[src/rtl/pipe_stall_ctrl.sv]
// rtl/pipe_stall_ctrl.sv - Pipeline stall/flush controller with timed holds, watchdog and stall counter.
module pipe_stall_ctrl #(
    parameter int STAGES = 6,
    parameter int SEL_W  = 3,
    parameter int CNT_W  = 4,
    parameter int WDOG_W = 8
) (
    input  logic              clk,
    input  logic              rst,
    input  logic [STAGES-1:0] stallreq_i,
    input  logic              hold_start_i,
    input  logic [SEL_W-1:0]  hold_stage_i,
    input  logic [CNT_W-1:0]  hold_cycles_i,
    input  logic              excp_i,
    input  logic [31:0]       excp_pc_i,
    output logic [STAGES-1:0] stall_o,
    output logic              flush_o,
    output logic [31:0]       new_pc_o,
    output logic              hold_busy_o,
    output logic              timeout_o,
    output logic [31:0]       stall_cnt_o
);

    localparam logic [SEL_W-1:0]  LAST_STAGE = SEL_W'(STAGES - 1);
    localparam logic [WDOG_W-1:0] WDOG_MAX   = '1;

    logic [CNT_W-1:0]  hold_cnt_q, hold_cnt_d;
    logic [SEL_W-1:0]  hold_stage_q, hold_stage_d;
    logic              flush_q, flush_d;
    logic [31:0]       new_pc_q, new_pc_d;
    logic [WDOG_W-1:0] wdog_q, wdog_d;
    logic              timeout_q, timeout_d;
    logic [31:0]       stall_cnt_q, stall_cnt_d;

    logic [STAGES-1:0] eff_req;
    logic [STAGES-1:0] stall_v;

    // A stall at stage h must also freeze every older stage below it.
    always_comb begin
        eff_req = stallreq_i;
        if (hold_cnt_q != '0) begin
            eff_req = eff_req | (STAGES'(1) << hold_stage_q);
        end
        stall_v = '0;
        for (int i = 0; i < STAGES; i++) begin
            stall_v[i] = |(eff_req >> i);
        end
        if (rst || flush_q) begin
            stall_v = '0;
        end
    end

    always_comb begin
        hold_cnt_d   = hold_cnt_q;
        hold_stage_d = hold_stage_q;
        if (excp_i) begin
            hold_cnt_d = '0;
        end else if (hold_start_i && (hold_cycles_i != '0)) begin
            hold_cnt_d   = hold_cycles_i;
            hold_stage_d = (hold_stage_i > LAST_STAGE) ? LAST_STAGE : hold_stage_i;
        end else if (hold_cnt_q != '0) begin
            hold_cnt_d = hold_cnt_q - CNT_W'(1);
        end

        flush_d  = excp_i;
        new_pc_d = excp_i ? excp_pc_i : new_pc_q;

        if (stall_v[0]) begin
            wdog_d      = (wdog_q == WDOG_MAX) ? WDOG_MAX : wdog_q + WDOG_W'(1);
            stall_cnt_d = (stall_cnt_q == 32'hFFFF_FFFF) ? stall_cnt_q : stall_cnt_q + 32'd1;
        end else begin
            wdog_d      = '0;
            stall_cnt_d = stall_cnt_q;
        end
        timeout_d = timeout_q | (wdog_d == WDOG_MAX);
    end

    always_ff @(posedge clk) begin
        if (rst) begin
            hold_cnt_q   <= '0;
            hold_stage_q <= '0;
            flush_q      <= 1'b0;
            new_pc_q     <= '0;
            wdog_q       <= '0;
            timeout_q    <= 1'b0;
            stall_cnt_q  <= '0;
        end else begin
            hold_cnt_q   <= hold_cnt_d;
            hold_stage_q <= hold_stage_d;
            flush_q      <= flush_d;
            new_pc_q     <= new_pc_d;
            wdog_q       <= wdog_d;
            timeout_q    <= timeout_d;
            stall_cnt_q  <= stall_cnt_d;
        end
    end

    assign stall_o     = stall_v;
    assign flush_o     = flush_q;
    assign new_pc_o    = new_pc_q;
    assign hold_busy_o = (hold_cnt_q != '0);
    assign timeout_o   = timeout_q;
    assign stall_cnt_o = stall_cnt_q;

endmodule

[config.mk]
export PLATFORM = sky130hd
export DESIGN_NAME = pipe_stall_ctrl
export DESIGN_NICKNAME = d
export VERILOG_FILES = /design/src/rtl/pipe_stall_ctrl.sv
export SDC_FILE = /design/constraint.sdc
export NUM_CORES = 1
export LEC_CHECK = 0
export BUFFER_PORTS_ARGS = -buffer_cell sky130_fd_sc_hd__buf_2
export CAP_MARGIN = 10
export CORE_ASPECT_RATIO = 1.25
export CORE_MARGIN = 2
export CORE_UTILIZATION = 46
export CTS_CLUSTER_SIZE = 24
export DETAILED_ROUTE_END_ITERATION = 16
export PLACE_DENSITY = 0.81
export SLEW_MARGIN = 20
export SYNTH_ARGS = -nofsm -noshare
export SYNTH_HDL_FRONTEND = slang
export SYNTH_SLANG_ARGS = --single-unit
[constraint.sdc]
create_clock -name clk -period 2.4 [get_ports clk]
set_input_delay 0.48 -clock clk [delete_from_list [all_inputs] [get_ports clk]]
set_output_delay 0.48 -clock clk [all_outputs]
set_load 0.02 [all_outputs]
==> flow_metrics.tcl <==
set metrics [dict create \
    ys.flop_type "dfxtp_1" \
    min_path_type "in -> reg" \
    grt_max_degree 70 \
    critPathKind "reg -> out" \
    antenna_left 0 \
    clock_latency_ns 0.36 \
    cap_violations 0 \
    dieArea_um2 8883 \
    grt_pass1_vias 3868 \
    synth_seq_cells 81 \
    synthesis.area_um2 3745 \
    htree_num_levels 3 \
    max_freq_mhz 420.7 \
    first_pass_iters 6 \
    powerDensity_nw_per_um2 612.0 \
    drive_gt1_frac 0.3409 \
    async_flop_share 0 \
    worstPathArrival_ns 1.90 \
    tritoncts.num_buffers 9 \
    p_total_mw 3.056 \
    min-delay-start "excp_pc_i[23]" \
    critPathLaunch "hold_cnt_q[1]" \
    grtUsageTotal 0.2323 \
    outcome "completed" \
    die_y_um 104.9 \
    vias 3887 \
    area_growth_pct 33.34 \
    wirelength_mm 10.42 \
    wl_per_cell_um 15.62 \
    hold_viol 0 \
    relSlewSlack 0.5144 \
    slew_viol_final 0 \
    peakVddDrop_mv 0.5272 \
    rows 36 \
    synthTopCellsByArea "dfxtp_1 (43%), mux2i_1 (9.4%), nor2_1 (4.9%), a21oi_1 (4.7%), o31ai_1 (3.0%)" \
    synth.top_cell.area_share 0.4330 \
    reg2reg_from "hold_cnt_q[0]" \
    numClockSinks 81 \
    via_per_inst 5.828 \
    worst_setup_path_start_kind "register" \
    cts_tree "done" \
    netlist_top_cells_count "dfxtp_1 (81), nor2_1 (49), a21oi_1 (35), mux2i_1 (35), nand3_1 (22)" \
    antenna_found_initial 0 \
    synth_top_area_cell "dfxtp_1" \
    period_minus_slack_ns 2.377 \
    diodes 0 \
    setup_tns_ns 0 \
    netlist_instances 418 \
    worstPathRequired_ns 1.92 \
    yosysMostFrequentCell "dfxtp_1" \
    fin_crit_sh 0.9905 \
    port_buffers 121 \
    synthAdderAreaFrac 0.01002 \
    dp.final_hpwl_mm 7.256 \
    ys_warn_count 0 \
    postSynthAreaPerCell_um2 8.959 \
    synth_compound_area_frac 0.1774 \
    drt_iter0_drc 167 \
    coreArea_um2 7838 \
    ys_seq_area_frac 0.4330 \
    die_w_um 84.70 \
    root_buffer "clkbuf_8" \
    grt_first_pass_wirelength_mm 17.16 \
    ios 122 \
    p_leak_nw 2.168 \
    crit_fanout 2 \
    drc 0 \
    gp_congestion 0.8670 \
    synth_nets 470 \
    initial_core_util 0.4778 \
    synth_edf_count 0 \
    fin_skew_ns 0.01433 \
    synth_top_family_by_area "simple AND/OR/NAND/NOR gates" \
    setup_viol 0 \
    end_kind "output pin" \
    clock_path_buffers 2 \
    tightest_slew_ns 0.7284 \
    clk_pin_slew_ns 0.10 \
    synthSimpleGateAreaFrac 0.2342 \
    synth_cell_types 52 \
    finalNetCount 619 \
    overflow 0 \
    synthMuxAreaShare 0.09656 \
    holdBufCountCts 0 \
    yosys.area_share.xor_xnor 0.01403 \
]
-- critical path, cell delays in order, from the launching register on --
cell      delay (ns)
dfxtp_2         0.34
inv_2           0.06
ha_4            0.13
nor3b_4         0.21
inv_2           0.08
a2111o_1        0.43
nand2_2         0.11
inv_2           0.05
buf_6           0.12
-- report_power, final --
group          internal (mW)  total [mW]  switching, mW
Sequential              1.39        1.42         0.0291
Clock                  0.704        1.25          0.547
Combinational          0.164       0.387          0.223
-- final timing paths --
kind / endpoint / cells past startpoint / slack (ns)
worst max-delay path: stall_o[0] / 8 / 0.02
worst min-delay path: new_pc_o[23] / 3 / 0.35
worst max register to register: stall_cnt_o[12] / 10 / 0.08
worst min register to register: new_pc_o[4] / 2 / 0.50
-- stage by stage --
step / hold WS, ns / cell area (µm²) / setup WS [ns] / utilization / std cells
after floorplan: 0.4663 / 3745 / 0.01754 / - / 418
after global placement: 0.4672 / 4637 / -0.005289 / 0.5916 / 645
after detailed placement: 0.4772 / 4637 / -0.05576 / 0.5916 / 645
after CTS: 0.3443 / 4955 / 0.01935 / 0.6322 / 666
after global routing: 0.3450 / 4994 / -0.001279 / 0.6371 / 667
final: 0.3470 / 4994 / 0.02285 / 0.6371 / 667
-- metal layers --
layer	GRT usage	share of wire	vias up	wire length, µm
li1	-	-	1867	-
met1	0.2626	0.41	1816	4240
met2	0.3999	0.49	166	5135
met3	0.05134	0.061	38	635
met4	0.1281	0.039	0	405
met5	0	0	-	0
-- sequential cells by signal (all words and copies together) (netlist names) --
| register | cells |
|---|---|
| timeout_o | 1 |
| flush_o | 1 |
| stall_cnt_o | 32 |
| wdog_q | 8 |
| hold_cnt_q | 4 |
| new_pc_o | 32 |
| hold_stage_q | 3 |
-- final cells by class --
| type | count | area, µm² |
|---|---|---|
| Fill cell | 667 | 2844 |
| Multi-Input combinational cell | 304 | 2044 |
| Clock inverter | 7 | 125.1 |
| Timing Repair Buffer | 159 | 912.1 |
| Sequential cell | 81 | 1624 |
| Tap cell | 95 | 118.9 |
| Clock buffer | 9 | 123.9 |
| Inverter | 12 | 45.04 |
-- cells in the final DEF (no fill, tap or decap), drive strengths merged, types with 12 or more instances in the layout --
cell,n
a21oi,35
buf,159
dfxtp,81
inv,15
mux2i,35
nand2,20
nand3,22
nor2,49
o21ai,15
o31ai,15
or4,12
-- kinds of logic (layout without fill, tap and decap cells) --
kind of cell	Yosys count	in the layout
AND/OR/NAND/NOR	161	161
AO/OA/AOI/OAI	98	98
adder cells (fa/ha/maj)	3	3
flip-flops	81	81
multiplexers	36	36
buffers and inverters	33	187
XOR/XNOR	6	6
-- timing repair --
| item | in CTS | in global routing |
|---|---|---|
| pin swaps | 3 | 2 |
| resized for setup | 11 | 6 |
| buffers inserted | 5 | 2 |
| endpoints found under the setup margin | 5 | 5 |
No activity file was read; power rests on OpenSTA's default activity.
